## config.mk

```make
export PLATFORM = sky130hd
export DESIGN_NAME = counter_wrap_extender
export DESIGN_NICKNAME = d
export VERILOG_FILES = /design/src/rtl/counter_ext_pkg.sv /design/src/rtl/counter_wrap_extender_wrap_detect.sv /design/src/rtl/counter_wrap_extender.sv
export SDC_FILE = /design/constraint.sdc
export NUM_CORES = 1
export LEC_CHECK = 0
export CORE_MARGIN = 5
export CORE_UTILIZATION = 50
export DETAILED_ROUTE_END_ITERATION = 6
export GPL_TIMING_DRIVEN = 0
export PLACE_DENSITY = 0.78
export SKIP_CTS_REPAIR_TIMING = 1
export SLEW_MARGIN = 5
export SYNTH_ARGS = -nofsm -noshare
export SYNTH_HDL_FRONTEND = slang
export SYNTH_SLANG_ARGS = --single-unit
```

## constraint.sdc

```tcl
create_clock -name clk -period 4.05 [get_ports clk]
set_input_delay 0.405 -clock clk [delete_from_list [all_inputs] [get_ports clk]]
set_output_delay 0.405 -clock clk [all_outputs]
set_load 0.02 [all_outputs]
```

## src/rtl/counter_ext_pkg.sv

```systemverilog
// Shared types and helpers for the counter wrap extender: snapshot FSM states
// and the wrap qualification rule used by the edge detector.
package counter_ext_pkg;

  typedef enum logic {
    IDLE = 1'b0,
    HOLD = 1'b1
  } snap_state_t;

  localparam int LO_WIDTH_DEF = 4;
  localparam int HI_WIDTH_DEF = 12;
  localparam int WRAP_ARG_W   = 32;
  localparam logic [LO_WIDTH_DEF-1:0] LO_MAX = '1;

  // A wrap needs overflow seen on the all-ones value one cycle earlier, so a
  // clear-induced jump to zero never counts.
  function automatic logic is_wrap(input logic [WRAP_ARG_W-1:0] lo_prev,
                                   input logic                  ovf_prev,
                                   input logic [WRAP_ARG_W-1:0] lo_cur,
                                   input logic                  clr,
                                   input logic [WRAP_ARG_W-1:0] lo_max);
    return ovf_prev && (lo_prev == lo_max) && (lo_cur == '0) && !clr;
  endfunction

endpackage

```

## src/rtl/counter_wrap_extender_wrap_detect.sv

```systemverilog
// Registers the previous upstream value/overflow and flags the cycle in which
// the upstream counter rolls from all-ones back to zero.
module wrap_detect
  import counter_ext_pkg::*;
#(
  parameter int LO_WIDTH = LO_WIDTH_DEF
) (
  input  logic                clk,
  input  logic                reset,
  input  logic                clr,
  input  logic [LO_WIDTH-1:0] count_lo_in,
  input  logic                overflow_in,
  output logic                wrap
);

  localparam logic [LO_WIDTH-1:0] LO_ALL_ONES = '1;

  logic [LO_WIDTH-1:0] lo_prev;
  logic                ovf_prev;

  always_ff @(posedge clk) begin
    if (!reset) begin
      lo_prev  <= '0;
      ovf_prev <= 1'b0;
    end else begin
      lo_prev  <= count_lo_in;
      ovf_prev <= overflow_in;
    end
  end

  assign wrap = is_wrap(WRAP_ARG_W'(lo_prev), ovf_prev, WRAP_ARG_W'(count_lo_in),
                        clr, WRAP_ARG_W'(LO_ALL_ONES));

endmodule

```

## src/rtl/counter_wrap_extender.sv

```systemverilog
// Extends the 4-bit upstream counter with a saturating wrap counter and serves
// coherent {hi, lo} snapshots over a valid/ready port.
module counter_wrap_extender
  import counter_ext_pkg::*;
#(
  parameter int HI_WIDTH = HI_WIDTH_DEF,
  parameter int LO_WIDTH = LO_WIDTH_DEF
) (
  input  logic                         clk,
  input  logic                         reset,
  input  logic                         cnt_clear,
  input  logic [LO_WIDTH-1:0]          count_lo_in,
  input  logic                         overflow_in,
  input  logic                         snap_req,
  input  logic                         snap_ready,
  output logic                         snap_valid,
  output logic [HI_WIDTH+LO_WIDTH-1:0] snap_data,
  output logic [HI_WIDTH-1:0]          hi_count,
  output logic                         hi_sat,
  output logic                         snap_drop
);

  localparam logic [HI_WIDTH-1:0] HI_MAX = '1;

  logic                wrap;
  logic [HI_WIDTH-1:0] hi_next;
  logic                sat_next;
  snap_state_t         state_q, state_d;
  logic                capture;
  logic                drop_set;

  wrap_detect #(.LO_WIDTH(LO_WIDTH)) u_wrap_detect (
    .clk         (clk),
    .reset       (reset),
    .clr         (cnt_clear),
    .count_lo_in (count_lo_in),
    .overflow_in (overflow_in),
    .wrap        (wrap)
  );

  // Clear beats wrap; at all-ones the count holds rather than rolling over.
  always_comb begin
    hi_next  = hi_count;
    sat_next = hi_sat;
    if (cnt_clear) begin
      hi_next = '0;
    end else if (wrap) begin
      if (hi_count != HI_MAX) hi_next = hi_count + HI_WIDTH'(1);
      else                    sat_next = 1'b1;
    end
    if (hi_next == HI_MAX) sat_next = 1'b1;
  end

  always_ff @(posedge clk) begin
    if (!reset) begin
      hi_count <= '0;
      hi_sat   <= 1'b0;
    end else begin
      hi_count <= hi_next;
      hi_sat   <= sat_next;
    end
  end

  always_comb begin
    state_d  = state_q;
    capture  = 1'b0;
    drop_set = 1'b0;
    case (state_q)
      IDLE: begin
        if (snap_req) begin
          capture = 1'b1;
          state_d = HOLD;
        end
      end
      HOLD: begin
        if (snap_ready) begin
          // Completing a handshake frees the slot for a same-cycle request.
          capture = snap_req;
          state_d = snap_req ? HOLD : IDLE;
        end else if (snap_req) begin
          drop_set = 1'b1;
        end
      end
      default: state_d = IDLE;
    endcase
  end

  always_ff @(posedge clk) begin
    if (!reset) begin
      state_q   <= IDLE;
      snap_data <= '0;
      snap_drop <= 1'b0;
    end else begin
      state_q <= state_d;
      if (capture)  snap_data <= {hi_next, count_lo_in};
      if (drop_set) snap_drop <= 1'b1;
    end
  end

  assign snap_valid = (state_q == HOLD);

endmodule

```

==> impl_metrics.py, run 1 <==
metrics = {
    "cts": {
        "htree_num_levels": 2,
        "numCtsBuffers": 5,
        "cts_tree": "done",
        "insertion_delay_ns": 0.34,
        "cts_buffer_depth": 2,
        "clk_pin_slew_ns": 0.10,
        "cts_root_buf": "clkbuf_4",
        "cts_sinks": 36,
    },
    "final_layout": {
        "nets": 251,
        "final-instance-count-excl-fill": 286,
        "final_cell_area_um2": 2150,
        "syn2layout_area_growth_pct": 29.8,
        "antenna_cells": 0,
        "post-route-util": 0.656,
        "drive_gt1_frac": 0.0833,
    },
    "logic_synthesis": {
        "synth_edf_count": 0,
        "yosys.area.top_type_share": 0.434,
        "synth_nets": 205,
        "async_flop_share": 0,
        "synth-seq-cells": 36,
        "yosysSeqAreaShare": 0.434,
        "synth_area_leader_cell": "dfxtp_1",
        "syn_area_um2": 1660,
        "yosysWarnings": 0,
        "ys.flop_type": "dfxtp_1",
        "synth_cells": 194,
        "synth_area_per_cell_um2": 8.56,
        "synth_area_leaders": "dfxtp_1 43%, nand2_1 6.1%, and2_1 6.0%",
        "synth.distinct_cells": 45,
    },
    "timing": {
        "min_period_over_period": 0.651,
        "fmax_ghz": 0.379,
        "setup_tns_ns": 0,
        "rsz0062_at_grt": "no",
        "setup_viol": 0,
        "finalClockSkew_ns": 0.0105,
        "final_hold_viol_count": 0,
        "finalCriticalPeriod_ns": 2.64,
        "worst_slack_ns": 1.41,
        "fin_hold_ws_ns": 0.408,
        "worst_pin_slew_ns": 0.690,
        "maxSlewHeadroom": 0.536,
        "slew_viol_final": 0,
    },
    "routing": {
        "drc": 0,
        "firstDrtPassIters": 4,
        "viasPerCell": 5.35,
        "wire_per_inst_um": 13.8,
        "wirelength_um": 3950,
        "vias": 1530,
        "initialDrtViolationCount": 77,
        "ant_nets": 0,
    },
    "hold_path": {
        "worst_hold_path.num_cells": 4,
        "hold_path_end": "snap_data[10]$_SDFFE_PN0P_",
        "hold_start": "cnt_clear",
        "hp-class": "in2reg",
    },
    "setup_path": {
        "critical_path_class": "in2reg",
        "cp.required_ns": 4.30,
        "r2r_start": "hi_count[0]$_SDFF_PN0_",
        "ff2ff_setup_slack_ns": 1.60,
        "r2r_cells": 7,
        "startpoint_type": "primary input",
        "r2r-end": "hi_sat$_SDFFE_PN0P_",
        "cp_max_fo": 6,
        "arrival_ns": 2.89,
        "cp-end-kind": "flip-flop",
    },
    "placement": {
        "portBuffers": 39,
        "dp_hpwl_um": 2980,
        "post-place-ws_ns": 1.09,
        "placed_area_um2": 2110,
        "place_congestion": 0.888,
        "dp_cells": 279,
    },
    "global_route": {
        "grt_start_max_net_pins": 11,
        "grt_pass1_vias": 1398,
        "grt.total_usage": 0.189,
        "grt_pass1_wl_um": 6540,
        "overflow": 0,
        "antenna_found_initial": 0,
    },
    "pwr": {
        "p_total_mw": 0.586,
        "leakagePower_nw": 0.751,
        "vdd_drop_max_uv": 197,
        "power_density_nw_per_um2": 272,
    },
    "floorplanning": {
        "die_w_um": 67.6,
        "placementRows": 21,
        "start_util": 0.506,
        "fp.dieH_um": 67.6,
        "coreArea_um2": 3280,
        "ios": 41,
        "dieArea_um2": 4570,
    },
    "outcome": {
        "status": "finished, final reports clean",
    },
    "run": {
        "maxCapViolations": 0,
    },
}
[cell usage after synthesis, types with 2 or more instances]
| library cell | n |
|---|---|
| a2bb2oi_1 | 2 |
| o311ai_0 | 2 |
| and4_1 | 2 |
| nor3_1 | 2 |
| nand2_1 | 27 |
| nor2_1 | 19 |
| o21ai_0 | 7 |
| inv_1 | 2 |
| a31oi_1 | 4 |
| and2_1 | 16 |
| clkbuf_1 | 5 |
| buf_6 | 3 |
| nand3_1 | 7 |
| nand4_1 | 8 |
| and3_1 | 5 |
| dfxtp_1 | 36 |
| a41oi_1 | 2 |
| nor2b_1 | 4 |
| xnor2_1 | 2 |
| mux2_2 | 2 |
| a21oi_1 | 12 |
| a311oi_1 | 2 |
[flip-flops by register name (all words and copies together) (netlist names)]
| register | count |
|---|---|
| snap_valid | 1 |
| u_wrap_detect.lo_prev | 4 |
| hi_sat | 1 |
| snap_data | 16 |
| u_wrap_detect.ovf_prev | 1 |
| snap_drop | 1 |
| hi_count | 12 |
[where the power goes]
part | internal (mW) | total, mW | leakage, nW | switching (mW)
Clock | 0.0640 | 0.179 | 0.0281 | 0.115
Sequential | 0.360 | 0.363 | 0.292 | 0.00267
Combinational | 0.0198 | 0.0448 | 0.430 | 0.0250
[cell usage in the layout, fill, tap and decap left out, types with 6 or more instances in the layout]
master / synthesis / final
a21oi_1: 12 / 12
and2_1: 16 / 16
clkbuf_1: 5 / 6
clkdlybuf4s50_1: 0 / 39
dfxtp_1: 36 / 36
nand2_1: 27 / 27
nand3_1: 7 / 7
nand4_1: 8 / 8
nor2_1: 19 / 19
o21ai_0: 7 / 7
[final cells by class]
cell class / count / area (um^2)
repair buffers: 39 / 390
multi-input cells: 144 / 860
inverters: 3 / 11.3
fillers: 302 / 1130
clock buffers: 6 / 41.3
plain buffers: 11 / 68.8
flip-flops and latches: 36 / 721
clock inverters: 1 / 5.00
well taps: 46 / 57.6
[worst max path at each step]
stage	to	cells past startpoint	startpoint	slack [ns]
after detailed placement	hi_sat$_SDFFE_PN0P_	8	count_lo_in[0]	1.09
after global routing	hi_sat$_SDFFE_PN0P_	8	count_lo_in[0]	1.26
after floorplan	hi_sat$_SDFFE_PN0P_	8	hi_count[0]$_SDFF_PN0_	1.74
after global placement	hi_sat$_SDFFE_PN0P_	8	count_lo_in[0]	1.16
after CTS	hi_sat$_SDFFE_PN0P_	8	count_lo_in[0]	1.43
final	hi_sat$_SDFFE_PN0P_	8	count_lo_in[0]	1.41
[layer usage]
layer	part of all wire	up-vias	global-route usage
li1	-	777	-
met1	0.47	691	0.258
met2	0.44	52	0.290
met3	0.057	10	0.0316
met4	0.023	0	0.0861
met5	0	-	0
[kinds of logic after synthesis]
logic type / count (synthesis) / share of synthesized area
adder cells (fa/ha/maj): 1 / 0.00753
buffers and inverters: 14 / 0.0482
flip-flops: 36 / 0.434
AND/OR/NAND/NOR: 99 / 0.314
AO/OA/AOI/OAI: 38 / 0.161
multiplexers: 3 / 0.0196
XOR/XNOR: 3 / 0.0158
[critical path, cell delays in order]
cell	delay, ns
clkdlybuf4s50_1	0.46
nor4_2	0.39
and4_4	0.27
buf_6	0.11
a31oi_1	0.08
a311oi_1	0.50
or3b_1	0.42
o31ai_2	0.24
Note: power is estimated with default switching activity, not from simulation.
==> run 2: changes to the inputs <==
Settings changed: CORE_UTILIZATION 50 to 48, PLACE_DENSITY 0.78 to 0.75.
Clock period 4.05 ns to 2.76 ns, I/O delays scaled along.
==> impl_metrics.py, run 2 (synthesized netlist as in run 1, its figures left out) <==
metrics = {
    "routing": {
        "viasPerCell": 5.39,
        "wirelength_um": 4010,
        "firstDrtPassIters": 4,
        "drc": 0,
        "ant_nets": 0,
        "initialDrtViolationCount": 56,
        "wire_per_inst_um": 14.0,
        "vias": 1542,
    },
    "setup_path": {
        "cp_max_fo": 6,
        "arrival_ns": 2.74,
        "critical_path_class": "reg2reg",
        "cp.required_ns": 3.03,
        "startpoint_type": "flip-flop",
        "cp-end-kind": "flip-flop",
    },
    "floorplanning": {
        "start_util": 0.498,
        "die_w_um": 68.8,
        "ios": 41,
        "dieArea_um2": 4740,
        "placementRows": 21,
        "coreArea_um2": 3340,
        "fp.dieH_um": 68.8,
    },
    "pwr": {
        "vdd_drop_max_uv": 357,
        "power_density_nw_per_um2": 397,
        "leakagePower_nw": 0.751,
    },
    "timing": {
        "worst_slack_ns": 0.285,
        "worst_pin_slew_ns": 0.700,
        "finalClockSkew_ns": 0.0134,
        "final_hold_viol_count": 0,
        "fin_hold_ws_ns": 0.285,
        "maxSlewHeadroom": 0.529,
        "rsz0062_at_grt": "no",
        "finalCriticalPeriod_ns": 2.48,
        "slew_viol_final": 0,
        "setup_tns_ns": 0,
        "setup_viol": 0,
        "fmax_ghz": 0.404,
        "min_period_over_period": 0.897,
    },
    "cts": {
        "cts_sinks": 36,
        "htree_num_levels": 2,
        "cts_tree": "done",
        "insertion_delay_ns": 0.34,
        "cts_buffer_depth": 2,
        "clk_pin_slew_ns": 0.11,
        "cts_root_buf": "clkbuf_4",
        "numCtsBuffers": 5,
    },
    "global_route": {
        "grt.total_usage": 0.193,
        "overflow": 0,
        "antenna_found_initial": 0,
        "top_usage_layer": "met2",
        "use_met3": 0.0340,
        "use_met2": 0.294,
        "grt_start_max_net_pins": 11,
        "grt_pass1_vias": 1468,
        "grt_pass1_wl_um": 6820,
        "met1_usage": 0.272,
    },
    "placement": {
        "dp_hpwl_um": 2990,
        "portBuffers": 39,
        "place_congestion": 0.860,
        "post-place-ws_ns": -0.0434,
    },
    "final_layout": {
        "final_common_cell": "clkdlybuf4s50_1",
        "drive_gt1_frac": 0.0833,
        "fill_cells": 312,
        "nets": 251,
        "largest_register_ffs": 16,
        "antenna_cells": 0,
        "regMostFlops": "snap_data",
        "syn2layout_area_growth_pct": 29.8,
        "multiInputGateArea_um2": 860,
        "final_cell_mix": "39 x clkdlybuf4s50_1, 36 x dfxtp_1, 27 x nand2_1",
        "largestRegisters": "snap_data x16, hi_count x12, u_wrap_detect.lo_prev x4",
        "ff_latch_area_um2": 721,
    },
    "hold_path": {
        "hp-class": "in2reg",
    },
    "run": {
        "maxCapViolations": 0,
    },
    "outcome": {
        "status": "finished, final reports clean",
    },
}
-- run 2: cell counts in the layout (fill, tap and decap cells not counted) --
No cell type changed its count.
-- run 2: final timing paths --
check        cells after the start  slack, ns                      start                          to
max                              7       0.28     hi_count[0]$_SDFF_PN0_         hi_sat$_SDFFE_PN0P_
max reg2reg                      7       0.28     hi_count[0]$_SDFF_PN0_         hi_sat$_SDFFE_PN0P_
min reg2reg                      2       0.46  snap_data[3]$_SDFFE_PN0P_   snap_data[3]$_SDFFE_PN0P_
min                              4       0.28                  cnt_clear  snap_data[10]$_SDFFE_PN0P_
-- run 2: critical path, stage by stage (launching register included) --
cell,delay (ns)
dfxtp_1,0.47
ha_1,0.22
nand2_1,0.08
nor4_1,0.63
nor2_1,0.19
a41oi_1,0.42
nand4b_1,0.16
o31ai_2,0.22
-- run 2: metrics by stage --
stage | cell area (um^2) | utilization | total power, mW | instances
after floorplan | 1660 | - | 0.577 | 194
after CTS | 2150 | 0.646 | 0.862 | 286
final | 2150 | 0.646 | 0.856 | 286
after detailed placement | 2110 | 0.632 | 0.610 | 279
after global placement | 2110 | 0.632 | 0.610 | 279
after global routing | 2150 | 0.646 | 0.892 | 286
-- run 2: routing by layer --
layer,wire [um],part of all wire
met5,0,0
met4,46,0.011
met3,174,0.043
met2,1860,0.46
met1,1930,0.48
-- run 2: power breakdown --
| part | leakage (nW) | internal (mW) | switching [mW] |
|---|---|---|---|
| Sequential | 0.292 | 0.528 | 0.00407 |
| Combinational | 0.430 | 0.0290 | 0.0369 |
| Clock | 0.0281 | 0.0938 | 0.164 |
-- run 2: final cells by class --
cell class / count / share of cell area
Inverter: 3 / 0.00523
Timing Repair Buffer: 39 / 0.181
Sequential cell: 36 / 0.334
Multi-Input combinational cell: 144 / 0.399
Tap cell: 46 / 0.0267
Buffer: 11 / 0.0319
Clock buffer: 6 / 0.0192
Clock inverter: 1 / 0.00232
